**config.mk**
```make
export PLATFORM = sky130hd
export DESIGN_NAME = query_sweep_sequencer
export DESIGN_NICKNAME = d
export VERILOG_FILES = /design/src/rtl/qsweep_pkg.sv /design/src/rtl/qsweep_dwell_timer.sv /design/src/rtl/query_sweep_sequencer.sv
export SDC_FILE = /design/constraint.sdc
export NUM_CORES = 1
export LEC_CHECK = 0
export CAP_MARGIN = 20
export CORE_ASPECT_RATIO = 0.8
export CORE_UTILIZATION = 46
export CTS_CLUSTER_SIZE = 28
export DETAILED_ROUTE_END_ITERATION = 6
export HOLD_SLACK_MARGIN = 0.12
export PLACE_DENSITY = 0.74
export SYNTH_ARGS = -nofsm -noshare
export SYNTH_HDL_FRONTEND = slang
export SYNTH_SLANG_ARGS = --single-unit
```
**constraint.sdc**
```tcl
create_clock -name clk -period 1.9 [get_ports clk]
set_input_delay 0.38 -clock clk [delete_from_list [all_inputs] [get_ports clk]]
set_output_delay 0.38 -clock clk [all_outputs]
set_load 0.005 [all_outputs]
```
**src/rtl/qsweep_pkg.sv**
```systemverilog
// Shared types and default widths for the query sweep sequencer.
package qsweep_pkg;
  localparam int QSWEEP_QBITS = 7;
  localparam int QSWEEP_DBITS = 8;
  localparam int CNT_W        = 16;

  typedef enum logic [1:0] {
    IDLE   = 2'd0,
    SETTLE = 2'd1,
    HOLD   = 2'd2
  } state_t;
endpackage

```
**src/rtl/qsweep_dwell_timer.sv**
```systemverilog
// Dwell counter: cleared while not settling, counts while enabled, flags DWELL-1.
module qsweep_dwell_timer
  import qsweep_pkg::*;
#(
  parameter int DWELL = 64
) (
  input  logic clk,
  input  logic reset,
  input  logic clear,
  input  logic enable,
  output logic tc
);
  localparam logic [CNT_W-1:0] TC_VAL  = CNT_W'(DWELL - 1);
  localparam logic [CNT_W-1:0] CNT_ONE = {{(CNT_W-1){1'b0}}, 1'b1};

  logic [CNT_W-1:0] cnt_r;

  // Counter register with clear priority over enable.
  always_ff @(posedge clk) begin
    if (reset) begin
      cnt_r <= {CNT_W{1'b0}};
    end else if (clear) begin
      cnt_r <= {CNT_W{1'b0}};
    end else if (enable) begin
      cnt_r <= cnt_r + CNT_ONE;
    end
  end

  // Terminal count is only meaningful while the count is running.
  always_comb begin
    tc = 1'b0;
    if (enable && (cnt_r == TC_VAL)) begin
      tc = 1'b1;
    end else begin
      tc = 1'b0;
    end
  end
endmodule

```
**src/rtl/query_sweep_sequencer.sv**
```systemverilog
// Drives queries into a lookup block, waits DWELL cycles per query and hands
// each (query, result) pair to a consumer over valid/ready.
module query_sweep_sequencer
  import qsweep_pkg::*;
#(
  parameter int QBITS   = QSWEEP_QBITS,
  parameter int DBITS   = QSWEEP_DBITS,
  parameter int DWELL   = 64,
  parameter int FIRST_Q = 0,
  parameter int LAST_Q  = 127
) (
  input  logic             clk,
  input  logic             reset,
  input  logic             start,
  input  logic             single,
  input  logic [QBITS-1:0] single_query,
  input  logic             abort,
  output logic [QBITS-1:0] query_out,
  input  logic [DBITS-1:0] dut_result,
  output logic             res_valid,
  input  logic             res_ready,
  output logic [QBITS-1:0] res_query,
  output logic [DBITS-1:0] res_data,
  output logic             busy,
  output logic             done
);
  localparam logic [QBITS-1:0] FIRST_QV = QBITS'(FIRST_Q);
  localparam logic [QBITS-1:0] LAST_QV  = QBITS'(LAST_Q);
  localparam logic [QBITS-1:0] Q_ONE    = {{(QBITS-1){1'b0}}, 1'b1};

  state_t state_r;
  logic   single_r;
  logic   clear_s;
  logic   enable_s;
  logic   tc_s;

  // The counter only runs in SETTLE, so it is always zero on entry.
  always_comb begin
    clear_s  = 1'b1;
    enable_s = 1'b0;
    if (state_r == SETTLE) begin
      clear_s  = 1'b0;
      enable_s = 1'b1;
    end else begin
      clear_s  = 1'b1;
      enable_s = 1'b0;
    end
  end

  qsweep_dwell_timer #(
    .DWELL(DWELL)
  ) u_timer (
    .clk   (clk),
    .reset (reset),
    .clear (clear_s),
    .enable(enable_s),
    .tc    (tc_s)
  );

  // Sequencer FSM with all outputs registered; abort beats a handshake.
  always_ff @(posedge clk) begin
    if (reset) begin
      state_r   <= IDLE;
      single_r  <= 1'b0;
      query_out <= {QBITS{1'b0}};
      res_valid <= 1'b0;
      res_query <= {QBITS{1'b0}};
      res_data  <= {DBITS{1'b0}};
      busy      <= 1'b0;
      done      <= 1'b0;
    end else begin
      done <= 1'b0;
      case (state_r)
        IDLE: begin
          if (start) begin
            single_r  <= single;
            query_out <= single ? single_query : FIRST_QV;
            busy      <= 1'b1;
            state_r   <= SETTLE;
          end
        end
        SETTLE: begin
          if (abort) begin
            res_valid <= 1'b0;
            busy      <= 1'b0;
            state_r   <= IDLE;
          end else if (tc_s) begin
            res_data  <= dut_result;
            res_query <= query_out;
            res_valid <= 1'b1;
            state_r   <= HOLD;
          end
        end
        HOLD: begin
          if (abort) begin
            res_valid <= 1'b0;
            busy      <= 1'b0;
            state_r   <= IDLE;
          end else if (res_valid && res_ready) begin
            res_valid <= 1'b0;
            if (single_r || (query_out == LAST_QV)) begin
              done    <= 1'b1;
              busy    <= 1'b0;
              state_r <= IDLE;
            end else begin
              query_out <= query_out + Q_ONE;
              state_r   <= SETTLE;
            end
          end
        end
        default: begin
          res_valid <= 1'b0;
          busy      <= 1'b0;
          state_r   <= IDLE;
        end
      endcase
    end
  end
endmodule

```
==> results of run 1 <==
[per-layer routing]
layer / GRT usage [%] / part of all wire (%) / vias to the layer above
li1: - / - / 1054
met1: 31.5 / 48 / 1016
met2: 35.7 / 43 / 72
met3: 6.42 / 6.6 / 11
met4: 10.6 / 1.8 / 0
met5: 0 / 0 / -
[cell usage in the layout, fill, tap and decap left out, types with 2 or more instances in the layout]
cell,synthesis,final
a31o_2,3,3
a32oi_1,2,2
a22oi_1,2,2
and4_1,2,2
clkdlybuf4s50_1,0,45
inv_1,3,3
nor3_1,2,2
xor2_1,5,5
o31ai_1,14,14
nor4_1,5,5
ha_1,2,2
nand3_1,11,11
o32ai_1,3,3
a31oi_1,4,4
nor2b_1,4,4
nand2b_1,2,2
a221oi_1,3,3
nand2_1,20,20
o21bai_1,2,2
o21ai_0,10,10
dfxtp_1,44,44
a21oi_1,24,24
and2_2,2,2
xnor2_1,2,2
nand4_1,16,16
nor2_1,16,16
clkbuf_8,0,5
o211a_1,3,3
nor3b_1,2,2
buf_4,1,17
or3_1,5,5
and3_1,5,5
or4_1,2,2
[worst min-delay path, stage by stage (launching register included)]
cell	delay, ns
dfxtp_1	0.32
o31ai_1	0.06
a21oi_1	0.05
[worst max path at each step]
stage | from | endpoint | slack [ns] | cells after the start
global placement | abort | query_out[0] | 0.02 | 5
CTS | query_out[0] | query_out[0] | 0.19 | 2
detailed placement | abort | query_out[5] | -0.01 | 5
floorplan | u_timer.cnt_r[0] | res_query[2] | 0.24 | 7
finish | query_out[0] | query_out[0] | 0.18 | 5
global route | query_out[0] | query_out[0] | 0.09 | 5
[cells in the mapped netlist, types with 8 or more instances]
| master | count | area, µm² |
|---|---|---|
| nand4_1 | 16 | 100 |
| dfxtp_1 | 44 | 881 |
| clkbuf_1 | 8 | 30.0 |
| a21oi_1 | 24 | 120 |
| nand2_1 | 20 | 75.1 |
| nor2_1 | 16 | 60.1 |
| o21ai_0 | 10 | 50.1 |
| o31ai_1 | 14 | 105 |
| buf_2 | 8 | 40.0 |
| nand3_1 | 11 | 55.1 |
[stage by stage]
step                      setup TNS [ns]  cells  hold WS, ns  utilization [%]
after global routing                   0    361        0.481             65.6
final                                  0    361        0.469             65.6
after global placement                 0    353        0.450             63.1
after floorplan                        0    250        0.442                -
after CTS                              0    361        0.471             65.6
after detailed placement         -0.0215    353        0.459             63.1
[layout make-up]
cell class | instances | area (µm²) | area share (%)
multi-input cells | 185 | 1150 | 40.8
flip-flops and latches | 44 | 881 | 31.2
repair buffers | 63 | 598 | 21.2
clock buffers | 6 | 72.6 | 2.57
well taps | 57 | 71.3 | 2.52
clock inverters | 2 | 35.0 | 1.24
inverters | 4 | 15.0 | 0.531
[sequential cells by signal, indices dropped and copies added, names as in the netlist]
register,count
u_timer.cnt_r,16
res_data,8
query_out,7
res_query,7
state_r,2
busy,1
done,1
res_valid,1
single_r,1
[kinds of logic after synthesis]
| group | count (synthesis) |
|---|---|
| adder cells (fa/ha/maj) | 2 |
| flip-flops | 44 |
| AND/OR/NAND/NOR | 100 |
| XOR/XNOR | 7 |
| AO/OA/AOI/OAI | 76 |
| buffers and inverters | 21 |
[power breakdown]
| part | switching [mW] | internal, mW |
|---|---|---|
| Clock | 0.308 | 0.390 |
| Combinational | 0.0837 | 0.0994 |
| Sequential | 0.0143 | 0.936 |
| Total | 0.406 | 1.42 |
==> results by group, run 1 <==
Final layout
  • Area Growth Syn to Fin: 32.9%
  • Fillers: 375
  • Nets: 326
  • Final instance area: 2830 µm²
  • Diode count: 0
  • Ratio of cells with drive above 1 in the final layout: 11.2%

Yosys
  • Main combinational cell family by area after synthesis: simple AND/OR/NAND/NOR gates
  • Main synth FF type: dfxtp_1
  • Synth Area in Compound Gates: 23.8%
  • Cell variety after synth: 46
  • Synth warn: 0
  • Mapped Cells: 250
  • Synthesized flop and latch total: 44
  • Post-Synth Adder-Cell Area: 1.18%
  • Simple-gate portion of the synthesized area: 26.4%
  • Mux cell area share after synthesis: 0%
  • Syn avg cell area: 8.50 µm²
  • Post-Synth XOR/XNOR Area: 2.88%
  • Mapped Area: 2130 µm²
  • Synthesized net count: 273
  • Async SR Flop Fraction: 0%
  • Register area share after synthesis: 41.4%
  • Post-synth EDFFs: 0

Worst setup path
  • Crit path cell chain: ha_1 > nand3_1 > o211ai_1 > a22oi_1 > o221a_2
  • R2R Setup Slk: 0.18 ns
  • Critical path's slowest cell: o211ai_1
  • Nature of the critical path endpoint: flip-flop
  • Worst path top cell family by delay: compound AO/OA/AOI/OAI gates
  • RR Startpoint: query_out[0]
  • CP bufs+invs: 0
  • Reg2reg end: query_out[0]
  • Setup Crit Path Kind: reg -> reg
  • Reg2Reg Depth: 5
  • Critical-path maximum fanout: 5
  • Slowest stage delay, CP: 0.42 ns
  • CP arrival: 1.91 ns
  • Startpoint types: flip-flop
  • Worst path required time: 2.10 ns

Timing
  • Final setup viols: 0
  • Final worst-path cycle share: 90.3%
  • Pins Over Slew Limit: 0
  • Achievable clock frequency: 583 MHz
  • Slew margin rel.: 64.9%
  • Final hold vios: 0
  • RSZ-0062 raised after global routing: false
  • Final WS setup: 0.184 ns
  • Clock Skew: 0.00494 ns
  • Fin crit period: 1.72 ns
  • Worst-Margin Slew: 0.526 ns

Floorplanning
  • Cell Rows: 21
  • Die ar.: 4900 µm²
  • Io pins: 46
  • Die height: 62.8 µm
  • Core Area: 4310 µm²
  • Die width: 78.0 µm
  • Initial core utilization: 49.3%

Clock tree
  • # H-tree levels: 2
  • CTS Hold Bufs: 0
  • CTS clk-pin slew, worst paths: 0.08 ns
  • Clock Path Buffers: 2
  • Clock Latency Late Sink: 0.30 ns
  • Root buffer cell: clkbuf_8
  • CTS resizes: 0
  • Setup Buffers After CTS: 0
  • CTS buffer count: 5
  • Clock sink count: 44
  • CTS tree: done

Placed design
  • Pre-CTS setup slack: -0.0113 ns
  • Buffers on Ports: 45
  • DPL Wire Length: 3870 µm
  • Placer Congestion: 0.845
  • Post-DP Area: 2720 µm²

Detailed routing
  • DR vias/cell: 5.96
  • DRC Markers: 0
  • WL/cell: 15.0 µm
  • Antenna Nets Post-Route: 0
  • Vias: 2153
  • Detailed Route WL: 5400 µm
  • Iteration-0 DRC Markers: 114
  • Pre-antenna DRT Iters: 4

Job
  • MaxCap Viol Count: 0

Power and ir drop
  • Worst IR Drop VDD: 0.583 mV
  • Static leakage: 0.998 nW
  • Total power: 1.83 mW
  • Pwr Density: 648 nW/µm²

Global route
  • Global-route wire length before repair: 9170 µm
  • Number of global-route vias before repair: 1992
  • Initial antenna violation count: 0
  • Gr usage total: 23.7%
  • Total grt overflow: 0
  • Pin count of the biggest net entering global routing: 24

Hold path
  • WHS Endpoint: res_data[1]
  • HP Class: reg -> reg
  • Hold path cells: 2
  • Worst hold start: res_data[1]

Outcome
  • Status: completed
No activity file was read; power rests on OpenSTA's default activity.
==> run 2, diff against run 1 <==
Settings changed: ABC_CLOCK_PERIOD_IN_PS set to 1900, CORE_UTILIZATION 46 to 45, PLACE_DENSITY 0.74 to 0.72.
==> results by group, run 2 (synthesis gave the netlist of run 1 again) <==
Detailed routing
  • WL/cell: 15.3 µm (+2.4%)
  • Vias: 2097 (-2.6%)
  • Antenna Nets Post-Route: 0 (unchanged)
  • Detailed Route WL: 5530 µm (+2.4%)
  • DRC Markers: 0 (unchanged)
  • Pre-antenna DRT Iters: 4 (unchanged)
  • DR vias/cell: 5.81 (-2.6%)
  • Iteration-0 DRC Markers: 171 (+50%)

Global route
  • Initial antenna violation count: 0 (unchanged)
  • Number of global-route vias before repair: 2033 (+2.1%)
  • GRT busiest layer: met2
  • Met2 usage: 37.0% (+1.2 points)
  • Pin count of the biggest net entering global routing: 24 (unchanged)
  • GR met3 Demand/Resource: 4.35% (-2.1 points)
  • GRT met1 Usage: 32.0% (+0.42 points)
  • Total grt overflow: 0 (unchanged)
  • Gr usage total: 23.5% (-0.19 points)
  • Global-route wire length before repair: 9370 µm (+2.2%)

Placed design
  • Placed insts: 354 (+0.28%)
  • Placer Congestion: 0.852 (+0.82%)
  • DPL Wire Length: 3960 µm (+2.3%)
  • Post-DP Area: 2710 µm² (-0.18%)
  • Buffers on Ports: 45 (unchanged)

Clock tree
  • Setup Buffers After CTS: 0 (unchanged)
  • CTS buffer count: 5 (unchanged)
  • CTS tree: done
  • # H-tree levels: 2 (unchanged)
  • Clock Path Buffers: 2 (unchanged)
  • CTS clk-pin slew, worst paths: 0.08 ns (about the same)
  • Clock sink count: 44 (unchanged)
  • Root buffer cell: clkbuf_8
  • CTS resizes: 0 (unchanged)
  • CTS Hold Bufs: 0 (unchanged)
  • Clock Latency Late Sink: 0.30 ns (about the same)

Timing
  • Slew margin rel.: 64.4% (-0.49 points)
  • Final worst-path cycle share: 91.1% (+0.80 points)
  • Worst-Margin Slew: 0.533 ns (+0.00735 ns)
  • Fin crit period: 1.73 ns (+0.0152 ns)
  • Final hold vios: 0 (unchanged)
  • Pins Over Slew Limit: 0 (unchanged)
  • Clock Skew: 0.00774 ns (+0.00280 ns)
  • RSZ-0062 raised after global routing: false
  • Achievable clock frequency: 578 MHz (-0.88%)
  • Final setup viols: 0 (unchanged)

Final layout
  • Sequential cell area: 881 µm² (unchanged)
  • Finished Layout Cells: 361 (unchanged)
  • Largest registers: u_timer.cnt_r x16, res_data x8
  • Post-Route Utilization: 64.1% (-1.5 points)
  • Area of the multi-input gates: 1150 µm² (unchanged)
  • Ratio of cells with drive above 1 in the final layout: 11.5% (+0.33 points)
  • Biggest register: u_timer.cnt_r
  • Fillers: 396 (+5.6%)
  • Diode count: 0 (unchanged)
  • Nets: 327 (+0.31%)
  • Area Growth Syn to Fin: 31.4%
  • Most common cell after layout, fill and taps aside: clkdlybuf4s50_1
  • Final instance area: 2790 µm² (-1.1%)
  • Max reg flops: 16 (unchanged)
  • Most frequent cells in the layout: clkdlybuf4s50_1, dfxtp_1, a21oi_1, nand2_1, buf_4

Worst setup path
  • Nature of the critical path endpoint: flip-flop
  • Slowest stage delay, CP: 0.56 ns (+0.14 ns)
  • Setup Crit Path Kind: reg -> reg
  • Critical-path maximum fanout: 11 (+6)
  • Crit path cell chain: nor3b_1 > o211ai_1 > a22oi_1 > o221a_2
  • RR Startpoint: state_r[1]
  • Reg2Reg Depth: 4 (-1)
  • Critical path's slowest cell: dfxtp_1
  • Reg2reg end: query_out[0]
  • CP arrival: 1.98 ns (+0.07 ns)
  • Crit. Startpoint: state_r[1]
  • Worst path required time: 2.14 ns (+0.04 ns)
  • Critical Path Sink: query_out[0]
  • Startpoint types: flip-flop
  • R2R Setup Slk: 0.17 ns (-0.02 ns)

Power and ir drop
  • Worst IR Drop VDD: 0.507 mV (-13%)
  • Static leakage: 0.981 nW (-1.7%)
  • Pwr Density: 607 nW/µm² (-6.3%)

Floorplanning
  • Die width: 78.8 µm (+1.1%)
  • Die height: 63.5 µm (+1.1%)
  • Die ar.: 5000 µm² (+2.2%)
  • Initial core utilization: 48.7% (-0.59 points)
  • Io pins: 46 (unchanged)
  • Cell Rows: 21 (unchanged)
  • Core Area: 4360 µm² (+1.2%)

Outcome
  • Status: completed

Hold path
  • HP Class: reg -> reg

Job
  • MaxCap Viol Count: 0 (unchanged)
## run 2: changes by cell type in the layout (fill, tap and decap cells not counted), sizes merged
cell,change
clkbuf,-1
buf,+1
bufinv,-1
clkinvlp,+1
## run 2: worst max-delay path: cells and delay by family, from the launching register on
family	cells	cell delay [ns]
flops	1	0.56
compound gates	3	0.74
simple gates	1	0.39
## run 2: routing by layer
layer  share of wire, %  wire, µm  vias up
met3                5.3       291        9
li1                   -         -     1058
met2                 43      2400       57
met4                1.5        82        0
met5                  0         0        -
met1                 50      2750      973
## run 2: per-stage QoR
step | worst slack (ns) | hold WS [ns] | total power, mW | TNS, ns
after floorplan | 0.237 | 0.442 | 1.05 | 0
after global placement | 0.0411 | 0.451 | 1.15 | 0
after detailed placement | -0.0361 | 0.464 | 1.15 | -0.0613
after CTS | 0.184 | 0.475 | 1.71 | 0
after global routing | 0.0282 | 0.489 | 1.77 | 0
final | 0.169 | 0.473 | 1.70 | 0
## run 2: final cells by class
cell class | count | share of cell area, %
Multi-Input combinational cell | 185 | 41.2
Clock inverter | 2 | 0.448
Tap cell | 57 | 2.55
Inverter | 4 | 0.537
Timing Repair Buffer | 64 | 21.2
Clock buffer | 5 | 2.46
Sequential cell | 44 | 31.5
## run 2: worst min path at each step
stage	start	to	slack (ns)	cells past startpoint
2_1_floorplan	single_r	single_r	0.44	2
3_3_place_gp	res_data[5]	res_data[5]	0.45	2
3_5_place_dp	res_query[6]	res_query[6]	0.46	2
4_1_cts	res_query[6]	res_query[6]	0.47	2
5_1_grt	res_data[7]	res_data[7]	0.49	2
6_report	res_query[5]	res_query[5]	0.47	2
## run 2: power by group
part | internal (mW) | total [mW] | switching (mW)
sequential | 0.936 | 0.950 | 0.0143
combinational | 0.0965 | 0.179 | 0.0825
clock | 0.249 | 0.567 | 0.318
==> run 3, diff against run 2 <==
Settings changed: ABC_AREA set to 1.
==> results by group, run 3 <==
Outcome
  • Status: completed

Floorplanning
  • Core Area: 4310 µm² (-1.2%)
  • Initial core utilization: 48.3% (-0.39 points)
  • Die width: 78.1 µm (-0.98%)
  • Die height: 62.9 µm (-0.98%)
  • Cell Rows: 21 (unchanged)
  • Io pins: 46 (unchanged)
  • Die ar.: 4910 µm² (-2.0%)

Yosys
  • Area leader, netlist: dfxtp_1
  • Synth Area in Compound Gates: 14.1% (-9.7 points)
  • Synth warn: 0 (unchanged)
  • Syn avg cell area: 6.88 µm² (-19%)
  • Mux cell area share after synthesis: 0% (unchanged)
  • Post-synth EDFFs: 0 (unchanged)
  • Register area share after synthesis: 42.3% (+0.85 points)
  • Main combinational cell family by area after synthesis: simple AND/OR/NAND/NOR gates
  • Post-synth top area share: 42.3% (+0.85 points)
  • Mapped Cells: 303 (+21%)
  • Synth area leaders: dfxtp_1, nand2_1, inv_1
  • Most common cell in the netlist: nand2_1
  • Async SR Flop Fraction: 0% (unchanged)
  • Synthesized net count: 326 (+19%)
  • Mapped Area: 2080 µm² (-2.0%)
  • Synthesized flop and latch total: 44 (unchanged)
  • Main synth FF type: dfxtp_1
  • Post-Synth Adder-Cell Area: 1.20% (+0.024 points)
  • Cell variety after synth: 26 (-43%)
  • Simple-gate portion of the synthesized area: 29.9% (+3.5 points)
  • Post-Synth XOR/XNOR Area: 2.10% (-0.78 points)
  • Post-synth top cells: nand2_1, inv_1, dfxtp_1, nor2_1, a21oi_1

Final layout
  • Biggest register: u_timer.cnt_r
  • Nets: 375 (+15%)
  • Post-Route Utilization: 63.2% (-0.87 points)
  • Largest registers: u_timer.cnt_r x16, res_data x8
  • Area Growth Syn to Fin: 30.7%
  • Ratio of cells with drive above 1 in the final layout: 7.37% (-4.1 points)
  • Most common cell after layout, fill and taps aside: nand2_1
  • Diode count: 0 (unchanged)
  • Most frequent cells in the layout: nand2_1, inv_1, clkdlybuf4s50_1, dfxtp_1, nor2_1
  • Max reg flops: 16 (unchanged)

Detailed routing
  • Top routing layer in use: met4
  • DRC Markers: 0 (unchanged)
  • Antenna Nets Post-Route: 0 (unchanged)
  • Met2 routed WL: 2010 µm (-16%)
  • Pre-antenna DRT Iters: 5 (+1)
  • Vias: 2002 (-4.5%)
  • DR vias/cell: 4.88 (-16%)
  • Detailed Route WL: 4640 µm (-16%)
  • WL/cell: 11.3 µm (-26%)
  • Iteration-0 DRC Markers: 123 (-28%)
  • WL met3: 275 µm (-5.5%)
  • Metal-1 WL: 2310 µm (-16%)

Timing
  • Final worst-path cycle share: 89.8% (-1.3 points)
  • Final WS setup: 0.195 ns (+0.0256 ns)
  • Pins Over Slew Limit: 0 (unchanged)
  • Achievable clock frequency: 586 MHz (+1.5%)
  • Setup TNS Final: 0 ns (unchanged)
  • Worst-Margin Slew: 0.399 ns (-0.134 ns)
  • Clock Skew: 0.00943 ns (+0.00168 ns)
  • Fin crit period: 1.71 ns (-0.0256 ns)
  • Final hold vios: 0 (unchanged)
  • Final setup viols: 0 (unchanged)
  • RSZ-0062 raised after global routing: false
  • Hold WS: 0.445 ns (-0.0280 ns)
  • Slew margin rel.: 73.3% (+9.0 points)

Job
  • MaxCap Viol Count: 0 (unchanged)

Global route
  • Number of global-route vias before repair: 1775 (-13%)
  • Gr usage total: 20.4% (-3.1 points)
  • Initial antenna violation count: 0 (unchanged)
  • Global-route wire length before repair: 7980 µm (-15%)
  • Pin count of the biggest net entering global routing: 32 (+33%)
  • Total grt overflow: 0 (unchanged)

Power and ir drop
  • Worst IR Drop VDD: 0.517 mV (+1.9%)
  • Static leakage: 0.997 nW (+1.7%)
  • Total power: 1.87 mW (+10%)
  • Pwr Density: 686 nW/µm² (+13%)

Clock tree
  • CTS buffer count: 5 (unchanged)
  • Setup Buffers After CTS: 0 (unchanged)
  • CTS resizes: 0 (unchanged)
  • Root buffer cell: clkbuf_8
  • CTS Hold Bufs: 0 (unchanged)
  • # H-tree levels: 2 (unchanged)
  • CTS tree: done
  • Clock Path Buffers: 2 (unchanged)
  • Clock sink count: 44 (unchanged)
  • CTS clk-pin slew, worst paths: 0.08 ns (about the same)
  • Clock Latency Late Sink: 0.30 ns (about the same)

Worst setup path
  • Startpoint types: flip-flop
  • CP bufs+invs: 1 (+1)
  • CP arrival: 1.33 ns (-0.65 ns)
  • Setup Crit Path Kind: reg -> out
  • Worst path top cell family by delay: buffers and inverters
  • Slowest stage delay, CP: 0.55 ns (about the same)
  • Nature of the critical path endpoint: output port
  • Critical path's slowest cell: clkdlybuf4s50_1
  • Worst path required time: 1.52 ns (-0.62 ns)
  • Critical-path maximum fanout: 7 (-4)
  • Crit path cell chain: clkdlybuf4s50_1

Hold path
  • HP Class: reg -> reg

Placed design
  • DPL Wire Length: 3450 µm (-13%)
  • Pre-CTS setup slack: 0.103 ns (+0.139 ns)
  • Placer Congestion: 0.883 (+3.6%)
  • Buffers on Ports: 45 (unchanged)
run 3: cell count changes after synthesis, moves of 5 or more:
cell      change
a21oi_1       +7
and3_1        -5
clkbuf_1      -5
inv_1        +42
nand2_1      +30
nand3_1      +13
nand4_1      -13
nor2_1       +27
nor2_2        +5
nor4_1        -5
o21ai_0      +14
o31ai_1      -14
or3_1         -5
run 3: path summary, 6_finish.rpt:
kind / startpoint / cells past startpoint / slack [ns] / end
max: query_out[2] / 1 / 0.19 / query_out[2]
min: res_data[3] / 2 / 0.45 / res_data[3]
max reg2reg: query_out[1] / 8 / 0.28 / state_r[0]
min reg2reg: res_data[3] / 2 / 0.45 / res_data[3]
run 3: tightest hold or removal path: stages (launching register included):
cell	delay [ns]
dfxtp_1	0.32
inv_1	0.05
a21oi_1	0.05
run 3: cell families after synthesis:
| logic type | count (synthesis) |
|---|---|
| compound gates | 58 |
| xor+xnor | 5 |
| fa+ha+maj | 2 |
| buf+inv | 55 |
| flops | 44 |
| simple gates | 139 |
run 3: final cells by class:
class | instances | area, µm²
Fill cell | 417 | 1590
Inverter | 46 | 173
Clock buffer | 5 | 68.8
Tap cell | 57 | 71.3
Multi-Input combinational cell | 204 | 986
Timing Repair Buffer | 51 | 495
Clock inverter | 3 | 47.5
Sequential cell | 44 | 881
run 3: power breakdown:
part           leakage [nW]  internal [mW]  switching (mW)  total [mW]
logic                 0.583         0.0948          0.0844       0.179
registers             0.357          0.939          0.0172       0.956
clock network        0.0583          0.396           0.338       0.734
run 3: through the flow:
stage / std cells / area, µm²
finish: 410 / 2720
global placement: 402 / 2610
detailed placement: 402 / 2610
CTS: 410 / 2720
floorplan: 303 / 2080
global route: 410 / 2720
run 3: metal layers:
layer | up-vias | GRT usage (%)
met1 | 868 | 28.4
met5 | - | 0
met4 | 0 | 6.94
met3 | 5 | 4.67
met2 | 70 | 30.9
li1 | 1059 | -
